--- src/rtl/rv_pkg.sv ---
// Shared constants for the RV control sequencer: opcodes, FSM encoding and
// instruction field positions.
package rv_pkg;

  localparam logic [6:0] R_TYPE = 7'b0110011;
  localparam logic [6:0] I_TYPE = 7'b0010011;

  localparam int OPC_LSB = 0;
  localparam int RD_LSB  = 7;
  localparam int RS1_LSB = 15;
  localparam int RS2_LSB = 20;
  localparam int IMM_LSB = 20;

  typedef enum logic [2:0] {
    IDLE, FETCH, DECODE, EXEC, WB, TRAP
  } state_t;

endpackage

--- src/rtl/rv_decode.sv ---
// Combinational opcode classifier and register/immediate field extraction.
module rv_decode
  import rv_pkg::*;
(
  input  logic [31:0] instr,
  output logic        is_rtype,
  output logic        is_itype,
  output logic        is_illegal,
  output logic [4:0]  rs1,
  output logic [4:0]  rs2,
  output logic [4:0]  rd,
  output logic [11:0] imm
);

  logic [6:0] opc;
  logic       unused_funct3;

  assign opc        = instr[OPC_LSB +: 7];
  assign is_rtype   = (opc == R_TYPE);
  assign is_itype   = (opc == I_TYPE);
  assign is_illegal = !(is_rtype || is_itype);
  assign rs1        = instr[RS1_LSB +: 5];
  assign rs2        = instr[RS2_LSB +: 5];
  assign rd         = instr[RD_LSB  +: 5];
  assign imm        = instr[IMM_LSB +: 12];

  // funct3/funct7 select the ALU op, which is the datapath's concern
  assign unused_funct3 = ^instr[14:12];

endmodule

--- src/rtl/rv_seq_ctrl.sv ---
// Multi-cycle FETCH/DECODE/EXEC/WB sequencer for the single-issue RV datapath.
// Define RV_ILLEGAL_TRAP_EN to trap on non-R/I opcodes; otherwise they retire as NOPs.
module rv_seq_ctrl
  import rv_pkg::*;
#(
  parameter int EXEC_CYCLES = 1,
  parameter int CNT_W       = 16
) (
  input  logic             clk,
  input  logic             rst,
  input  logic             run_en,
  output logic             imem_req,
  input  logic             imem_ack,
  input  logic [31:0]      instr_in,
  output logic [31:0]      instr_q,
  output logic [4:0]       rs1_addr,
  output logic [4:0]       rs2_addr,
  output logic [4:0]       rd_addr,
  output logic             alu_imm_sel,
  output logic [11:0]      alu_imm,
  output logic             rf_wen,
  output logic             pc_en,
  output logic             busy,
  output logic [CNT_W-1:0] retire_cnt,
  output logic             illegal
);

  localparam int EW = (EXEC_CYCLES > 1) ? $clog2(EXEC_CYCLES) : 1;
  localparam logic [EW-1:0] EXEC_LOAD = EW'(EXEC_CYCLES - 1);

  state_t        state, nxt;
  logic [EW-1:0] ex_cnt;
  logic          is_ri;

  logic          d_rtype, d_itype, d_illegal;
  logic [4:0]    d_rs1, d_rs2, d_rd;
  logic [11:0]   d_imm;

  rv_decode u_dec (
    .instr      (instr_q),
    .is_rtype   (d_rtype),
    .is_itype   (d_itype),
    .is_illegal (d_illegal),
    .rs1        (d_rs1),
    .rs2        (d_rs2),
    .rd         (d_rd),
    .imm        (d_imm)
  );

  always_ff @(posedge clk or negedge rst) begin
    if (!rst) state <= IDLE;
    else      state <= nxt;
  end

  always_comb begin
    nxt      = state;
    imem_req = 1'b0;
    pc_en    = 1'b0;
    rf_wen   = 1'b0;
    busy     = (state != IDLE);
    case (state)
      IDLE:   if (run_en) nxt = FETCH;
      FETCH: begin
        imem_req = 1'b1;
        if (imem_ack) nxt = DECODE;
      end
      DECODE: begin
        if (!d_illegal) nxt = EXEC;
        else begin
`ifdef RV_ILLEGAL_TRAP_EN
          nxt = TRAP;
`else
          nxt = WB;
`endif
        end
      end
      EXEC:   if (ex_cnt == '0) nxt = WB;
      WB: begin
        pc_en  = 1'b1;
        rf_wen = is_ri && (rd_addr != 5'd0);
        nxt    = run_en ? FETCH : IDLE;
      end
      TRAP:   nxt = TRAP;
      default: nxt = IDLE;
    endcase
  end

  // Decoded fields are captured once in DECODE so they hold through EXEC and WB
  always_ff @(posedge clk or negedge rst) begin
    if (!rst) begin
      instr_q     <= '0;
      rs1_addr    <= '0;
      rs2_addr    <= '0;
      rd_addr     <= '0;
      alu_imm     <= '0;
      alu_imm_sel <= 1'b0;
      is_ri       <= 1'b0;
      ex_cnt      <= '0;
      retire_cnt  <= '0;
    end else begin
      if (state == FETCH && imem_ack) instr_q <= instr_in;
      if (state == DECODE) begin
        rs1_addr    <= d_rs1;
        rs2_addr    <= d_rs2;
        rd_addr     <= d_rd;
        alu_imm     <= d_imm;
        alu_imm_sel <= d_itype;
        is_ri       <= d_rtype || d_itype;
        ex_cnt      <= EXEC_LOAD;
      end else if (state == EXEC && ex_cnt != '0) begin
        ex_cnt <= ex_cnt - EW'(1);
      end
      if (state == WB) retire_cnt <= retire_cnt + CNT_W'(1);
    end
  end

`ifdef RV_ILLEGAL_TRAP_EN
  always_ff @(posedge clk or negedge rst) begin
    if (!rst)                            illegal <= 1'b0;
    else if (state == DECODE && d_illegal) illegal <= 1'b1;
  end
`else
  assign illegal = 1'b0;
`endif

endmodule

--- config.mk ---
export PLATFORM = sky130hd
export DESIGN_NAME = rv_seq_ctrl
export DESIGN_NICKNAME = d
export VERILOG_FILES = /design/src/rtl/rv_pkg.sv /design/src/rtl/rv_decode.sv /design/src/rtl/rv_seq_ctrl.sv
export SDC_FILE = /design/constraint.sdc
export NUM_CORES = 1
export LEC_CHECK = 0
export ABC_AREA = 1
export BUFFER_PORTS_ARGS = -buffer_cell sky130_fd_sc_hd__buf_2
export CAP_MARGIN = 20
export CORE_ASPECT_RATIO = 1.5
export CORE_MARGIN = 2
export CORE_UTILIZATION = 40
export DETAILED_ROUTE_END_ITERATION = 16
export PLACE_DENSITY_LB_ADDON = 0.1
export SLEW_MARGIN = 5
export SYNTH_ARGS = -nofsm -noshare
export SYNTH_HDL_FRONTEND = slang
export SYNTH_HIERARCHICAL = 1
export SYNTH_SLANG_ARGS = --single-unit
--- constraint.sdc ---
create_clock -name clk -period 1.14 [get_ports clk]
set_input_delay 0.228 -clock clk [delete_from_list [all_inputs] [get_ports clk]]
set_output_delay 0.228 -clock clk [all_outputs]
set_load 0.005 [all_outputs]
## Word-level counts from Yosys, hierarchy flattened

Index checks and enable logic that the tools add are counted.

| storage, ports and cells | value |
|---|---|
| memories kept | 0 |
| register bits after elaboration | 81 |
| output and inout bits | 81 |
| memory bits (read-only) | 0 |
| input port bits | 36 |
| logic and storage cells | 42 |
| memory bits (writable) | 0 |
| latch bits | 0 |

| operators by class | value |
|---|---|
| div/mod/pow operators | 0 |
| reduce and logical (&&, ||, !) cells | 9 |
| $add $sub $neg | 2 |
| order comparisons | 0 |
| bitwise gates (word level) | 0 |
| equal/unequal tests | 10 |
| multipliers | 0 |
| shift-type cells | 0 |
| multiplexer cells | 11 |

Operator list:

| kind | number |
|---|---|
| $pmux W3 S6 | 1 |
| $add A16 B1 Y16 const B | 1 |
| $mux W3 | 4 |
| $eq A7 B5 Y1 const B | 1 |
| $eq A7 B6 Y1 const B | 1 |
| $eq A3 B2 Y1 const B | 2 |
| $eq A3 B3 Y1 const B | 2 |
| $mux W1 | 6 |
| $ne A2 B2 Y1 const B | 3 |
| $reduce_bool A5 Y1 | 1 |
| $eq A3 B1 Y1 const B | 1 |
| $logic_and A1 B1 Y1 | 3 |
| $logic_not A3 Y1 | 1 |
| $reduce_and A3 Y1 | 1 |
| $reduce_bool A3 Y1 | 1 |
| $reduce_bool A2 Y1 | 1 |
| $logic_or A1 B1 Y1 | 1 |
| $sub A1 B1 Y1 const B | 1 |

## Depth between registers and ports, before layout

Gate-level depths: netlist of the first run.

| depth | value |
|---|---|
| depth after elaboration | 4 |
| gate-level depth with buffers | 9 |
| gate-level depth less buffers | 9 |

## By module

Netlist of the first run, hierarchy kept.

Modules (own cells, without submodules):

| module | seq. area each (um^2) | cells an instance | area an instance (um^2) | times used |
|---|---|---|---|---|
| rv_seq_ctrl | 2026.9 | 420 | 3532.1 | 1 |
| rv_decode | 0.0 | 41 | 259.0 | 1 |

## Worst setup path before layout of the first run

OpenSTA, ideal clock, no wires.

| timing | value |
|---|---|
| kind | register to register |
| start point | register state[0] |
| end point | register retire_cnt[11] |
| cell stages (with the launch flop) | 9 |
| arrival time | 1.134 ns |
| period minus slack after synthesis | 1.250 ns |
| setup slack | -0.110 ns |
| cell sequence | dfrtp_1 nor2_2 nand2_4 nor2_4 nand2_2 nor2_4 nand2_1 nand2_1 nand2_1 |

| between the ends | value |
|---|---|
| longest elaborated chain between the ends | 1 |

Ends and longest elaborated chain:

| what | line | source |
|---|---|---|
| from (decl) | rv_seq_ctrl.sv:31 | `state_t state, nxt;` |
| from (signal assigned) | rv_seq_ctrl.sv:52 | `else state <= nxt;` |
| $eq A3 B3 Y1 | rv_seq_ctrl.sv:113 | `if (state == WB) retire_cnt <= retire_cnt + CNT_W'(1);` |
| to (signal assigned) | rv_seq_ctrl.sv:113 |  |
| to (decl) | rv_seq_ctrl.sv:24 | `output logic [CNT_W-1:0] retire_cnt,` |

No other way between the ends.
A chain may end at the register's enable or synchronous reset.

## Worst setup path after layout of the first run

| timing | value |
|---|---|
| start point | register state[1] |
| end point | output port imem_req |

| between the ends | value |
|---|---|
| longest elaborated chain between the ends | 2 |

Ends and longest elaborated chain:

| what | line | source |
|---|---|---|
| $eq A3 B1 Y1 | rv_seq_ctrl.sv:61 | `case (state)` |
| $mux W1 | rv_seq_ctrl.sv:61 |  |
| to (decl) | rv_seq_ctrl.sv:12 | `output logic imem_req,` |

No other way between the ends.

==> flow_summary.toml, run 1 <==
[run_status]
outcome = "finished, violations left"
violations = "negative setup slack"

[routing]
routed-via-count = 3542
drtAntennaViolNets = 0
drt_iter0_markers = 93
drc = 0
drt_pass1_iterations = 4
wl_per_cell_um = 13.9
via_per_inst = 4.67
wl_um = 10600

[finish]
mostFrequentLayoutCell = "nand2_1"
nNetsFinal = 678
drive_gt1_frac = 0.536
fin_cells = 758
antenna_cells = 0
syn2layout_area_growth_pct = 59.0
layout_common_cells = "161 x nand2_1, 98 x buf_2, 70 x dfrtp_1, 56 x buf_4, 46 x buf_6"

[die]
die_y_um = 123
start_util = 0.410
num_io_pins = 117
core_area_um2 = 9250
die-area_um2 = 10300
die_x_um = 83.5
rows = 43

[run]
drv_cap = 0

[sta]
finalHoldViolations = 0
timing.final.max_slew_violations = 0
finalSetupViolCount = 97
rsz0062_at_grt = "yes"
finalCritPeriodShare = 1.34
clock_skew_ns = 0.00365
fin_ws_ns = -0.383
fin_crit_ns = 1.52
fmax_mhz = 657

[placement]
dp_cells = 692
gp_congestion = 0.784
port_buffers = 115
place_hpwl_um = 6580

[synthesis]
ys_types = 26
async_flop_share = 1.00
synth.avg_cell_area_um2 = 8.22
netlist_top_cells_area = "dfrtp_1 53%, nand2_1 21%, buf_4 6.5%"
ys_seq_area_frac = 0.535
ys_seq_elements = 81
synth_fp_nets = 498
netlist_area_um2 = 3790
ys_warn_count = 6
synthCells = 461
ys.flop_type = "dfrtp_1"
synth_enable_flop_cells = 0
synth_top_area_frac = 0.535
synth_largest_area_cell = "dfrtp_1"

[grt]
track_usage = 0.200
grt_max_degree = 44
first_global_vias = 3284
overflow = 0
antenna_found_initial = 0
grt_pass1_wl_um = 16000

[worst_setup_path]
max_stage_delay_ns = 0.46
crit_required_ns = 0.91
slowest_stage = "dfrtp_2"
crit_fanout = 9
crit_path_start_kind = "flop"
critical_path_class = "reg2out"
cp.arrival_ns = 1.29
cp.buffers_inverters = 3
endpoint_kind = "output port"
crit_chain = "nor2_4, nand2_2, inv_4, buf_12, buf_6"
cpLargestDelayFamily = "flip-flops"

[cts]
clk_path_buf_depth = 2
clockRootBuffer = "clkbuf_16"
clkTransAtPathRegs_ns = 0.06
worstSkewPairLatency_ns = 0.33
cts_tree = "built"
htree_num_levels = 3
cts.sinks = 81
cts_made_buffers = 9

[pwr]
cellPowerDensity_nw_per_um2 = 2500
power_w = 0.0151
comb_power_share = 0.476
seq_power_share = 0.322
clockPowerShare = 0.202
switching_share = 0.355
internal_power_w = 0.00972
ir_drop_uv = 1530
static-leakage-power_nw = 3.26
p_switching_w = 0.00534

[min_path]
worstHoldPathType = "in2reg"
## metrics by stage
stage	hold WS (ns)	area (um^2)	utilization	setup slack [ns]	TNS, ns
after floorplan	-0.0676	3810	-	-0.110	-2.85
after global placement	0.229	4640	0.501	-0.144	-7.91
after detailed placement	0.228	4640	0.501	-0.178	-9.74
after CTS	0.107	5680	0.614	-0.410	-12.81
after global routing	0.116	6030	0.651	-0.450	-18.24
final	0.120	6030	0.651	-0.383	-11.96
## tightest hold or removal path, stage by stage
cell     delay [ns]
buf_2          0.08
nand3_2        0.06
nand2_1        0.05
## cell type report
| type | instances | area [um^2] |
|---|---|---|
| Fill cell | 773 | 3230 |
| Sequential cell | 81 | 2040 |
| Multi-Input combinational cell | 315 | 1760 |
| Timing Repair Buffer | 212 | 1680 |
| Clock buffer | 11 | 233 |
| Tap cell | 112 | 140 |
| Inverter | 22 | 92.6 |
| Clock inverter | 5 | 78.8 |
## sequential cells by signal, indices dropped and copies added (netlist names)
register and cells:
instr_q 32, retire_cnt 16, alu_imm 12, rd_addr 5
rs1_addr 5, rs2_addr 5, state 3, alu_imm_sel 1
ex_cnt 1, is_ri 1
## logic make-up after synthesis
kind of cell / after synthesis / synth area share
and+or+nand+nor: 291 / 0.319
DFF: 81 / 0.535
buffers and inverters: 65 / 0.104
AOI/OAI and AO/OA: 14 / 0.0198
xor gates and xnor gates: 8 / 0.0185
adders and majority gates: 1 / 0.00330
other: 1 / 0.000989
## power groups by stage
stage | Clock [W] | Combinational [W] | Sequential, W
3_3_place_gp | 0 | 0.00473 | 0.00473
5_1_grt | 0.00324 | 0.00785 | 0.00498
6_report | 0.00304 | 0.00716 | 0.00486
3_5_place_dp | 0 | 0.00478 | 0.00479
2_1_floorplan | 0 | 0.00286 | 0.00482
4_1_cts | 0.00312 | 0.00658 | 0.00483
## final timing paths
kind / startpoint / slack [ns] / cells after the start / to
setup / recovery: state[1] / -0.38 / 5 / imem_req
hold / removal: instr_in[12] / 0.12 / 3 / instr_q[12]
setup reg to reg: state[0] / -0.32 / 9 / retire_cnt[9]
hold reg to reg: rs1_addr[3] / 0.46 / 2 / rs1_addr[3]
max in group asynchronous: rst / 0.51 / 3 / alu_imm[4]
min in group asynchronous: rst / 0.41 / 3 / retire_cnt[3]
## metal layers
metal,vias up,track usage,routed length (um)
met2,84,0.371,5920
met5,-,0,0
met3,12,0.0481,419
li1,1765,-,-
met1,1681,0.226,4050
met4,0,0.0635,155
## repair_timing
item                                   CTS  global route
resized for setup                      124            67
cloned                                   5             0
hold buffers                             1             0
pin swaps                               34            30
endpoints found under the hold margin   81             0
setup endpoints to repair              100           117
buffers inserted                        28            24
## synthesized netlist by cell type (2+ instances only)
master	instances
nand2_2	2
inv_1	17
nand3_1	37
a21oi_1	2
buf_4	33
buf_2	3
xor2_1	6
inv_2	5
clkbuf_1	4
o21ai_0	8
nor2_2	4
nand2_4	2
buf_6	3
dfrtp_1	81
xnor2_1	2
nor3_1	3
nor2_4	3
nand3b_1	3
nand2_1	210
o21ai_1	2
nor2_1	26
Power figures use the tool's default switching activity.
==> inputs of run 2 (changes only) <==
--- a/config.mk
+++ b/config.mk
@@ -13,6 +13,7 @@
 export CORE_UTILIZATION = 40
 export DETAILED_ROUTE_END_ITERATION = 16
 export PLACE_DENSITY_LB_ADDON = 0.1
+export SETUP_SLACK_MARGIN = 0.5
 export SLEW_MARGIN = 5
 export SYNTH_ARGS = -nofsm -noshare
 export SYNTH_HDL_FRONTEND = slang
==> constraint.sdc (replaced) <==
create_clock -name clk -period 1.4 [get_ports clk]
set_input_delay 0.28 -clock clk [delete_from_list [all_inputs] [get_ports clk]]
set_output_delay 0.28 -clock clk [all_outputs]
set_load 0.005 [all_outputs]
==> run 2 against run 1 <==
  * The flow still finishes with violations (negative setup slack)
  * Utilization up 6.8 points
  * Hold slack better by 0.050 ns
  * Clock power down 11%
  * Setup slack better by 0.22 ns
  * Wire length up 16%
  * Clock skew up 0.0014 ns
  * Via count up 6.9%
  * Critical path depth down 1
  * Clock-buffer cell count up 2
  * Sequential cell count unchanged
  * Non-clock buffer count up 27
  * Largest cell class is now multi-input combinational cells
  * Highest routed layer unchanged
==> flow_summary.toml, run 2 (synthesis results as in run 1) <==
[sta]
fin_ws_ns = -0.161
finalSetupViolCount = 59
fin_crit_ns = 1.56
relSlewSlack = 0.632
fmax_mhz = 641
timing.final.max_slew_violations = 0
finalHoldViolations = 0
tightest_slew_ns = 0.552
rsz0062_at_grt = "yes"
finalCritPeriodShare = 1.12
clock_skew_ns = 0.00501

[run_status]
outcome = "finished, violations left"
violations = "negative setup slack"

[worst_setup_path]
max_stage_delay_ns = 0.43
cp.arrival_ns = 1.28
slowest_stage = "dfrtp_2"
crit_path_start = "state[1]"
reg2reg_to = "instr_q[18]"
endpoint_kind = "output port"
r2r_slack_ns = -0.15
crit_required_ns = 1.12
critical_path_class = "reg2out"
crit_fanout = 4
crit_chain = "nor2_4, nand2_4, a211oi_2, buf_2"
reg2reg_from = "state[0]"
worstRegToRegCells = 11
crit_path_start_kind = "flop"

[die]
rows = 43
num_io_pins = 117
core_area_um2 = 9250
die-area_um2 = 10300
start_util = 0.410
die_y_um = 123
die_x_um = 83.5

[placement]
port_buffers = 115
dp_cells = 656
gp_congestion = 0.789
place_hpwl_um = 6360
place_ws_ns = 0.00595

[cts]
htree_num_levels = 3
cts_made_buffers = 9
clk_path_buf_depth = 2
cts.sinks = 81
worstSkewPairLatency_ns = 0.33
clockRootBuffer = "clkbuf_16"
clkTransAtPathRegs_ns = 0.06
cts_tree = "built"

[min_path]
min_path_cells = 3
hold_path_end = "instr_q[31]"
hold_path.startpoint = "instr_in[31]"
worstHoldPathType = "in2reg"

[pwr]
p_switching_w = 0.00538
ir_drop_uv = 1430
static-leakage-power_nw = 3.62
cellPowerDensity_nw_per_um2 = 2210
switching_share = 0.365
clockPowerShare = 0.183
comb_power_share = 0.555
seq_power_share = 0.261
internal_power_w = 0.00936

[finish]
ff_latch_area_um2 = 2040
fin_cells = 788
mostFrequentLayoutCell = "nand2_1"
reg_top3 = "instr_q x32, retire_cnt x16, alu_imm x12"
largest_reg_flops = 32
layout_common_cells = "119 x nand2_1, 108 x buf_2, 79 x buf_4, 72 x dfrtp_1, 71 x nand2_2"
top_register = "instr_q"
nNetsFinal = 708
multiInputGateArea_um2 = 2080
fillers = 729
drive_gt1_frac = 0.629
syn2layout_area_growth_pct = 75.6
antenna_cells = 0

[routing]
wl_um = 12200
routed-via-count = 3785
drc = 0
drt_pass1_iterations = 4
wl_per_cell_um = 15.5
via_per_inst = 4.80
drtAntennaViolNets = 0
drt_iter0_markers = 165

[grt]
grt_max_degree = 30
antenna_found_initial = 0
track_usage = 0.223
overflow = 0
first_global_vias = 3556
grt_pass1_wl_um = 17700

[run]
drv_cap = 0
## run 2: how the worst max path moves through the flow
stage	endpoint	slack (ns)	cells after the start
after floorplan	retire_cnt[11]	0.16	8
after global placement	retire_cnt[11]	0.05	8
after detailed placement	instr_q[9]	0.006	6
after CTS	rf_wen	-0.16	4
after global routing	rf_wen	-0.22	4
final	rf_wen	-0.16	4
## run 2: timing repair
item | CTS | global route
setup endpoints to repair | 160 | 200
gates resized for setup | 95 | 146
pin swaps | 39 | 55
hold endpoints to repair | 20 | 0
gates cloned | 9 | 0
hold buffers | 1 | 0
buffers inserted | 70 | 36
## run 2: critical path: cells and delay by family (launching register included)
kind            cells  cell delay, ns
flops               1            0.43
simple gates        2            0.24
buf+inv             1            0.14
compound gates      1            0.14
## run 2: layer usage
| layer | GRT usage | up-vias | wire [um] |
|---|---|---|---|
| li1 | - | 1825 | - |
| met4 | 0.0786 | 0 | 198 |
| met1 | 0.245 | 1831 | 4480 |
| met3 | 0.0441 | 18 | 605 |
| met2 | 0.427 | 111 | 6960 |
| met5 | 0 | - | 0 |
## run 2: cell type report
type,count,share of cell area
well taps,112,0.0210
clock buffers,13,0.0421
flip-flops and latches,81,0.306
clock inverters,3,0.0103
inverters,22,0.0164
multi-input cells,318,0.312
repair buffers,239,0.292
## run 2: through the flow
step / setup TNS [ns] / hold WS [ns] / power [W] / area (um^2) / utilization
final: -5.04 / 0.170 / 0.0147 / 6660 / 0.719
after global routing: -8.21 / 0.172 / 0.0156 / 6660 / 0.719
after CTS: -3.81 / 0.161 / 0.0130 / 5860 / 0.633
after detailed placement: 0 / 0.209 / 0.00732 / 4370 / 0.472
after global placement: 0 / 0.209 / 0.00723 / 4370 / 0.472
after floorplan: 0 / -0.0156 / 0.00632 / 3850 / -
## run 2: power groups by stage
stage	Clock, W	Sequential (W)	Combinational (W)
2_1_floorplan	0	0.00394	0.00238
3_3_place_gp	0	0.00390	0.00332
3_5_place_dp	0	0.00392	0.00340
4_1_cts	0.00275	0.00380	0.00646
5_1_grt	0.00285	0.00394	0.00880
6_report	0.00270	0.00385	0.00818
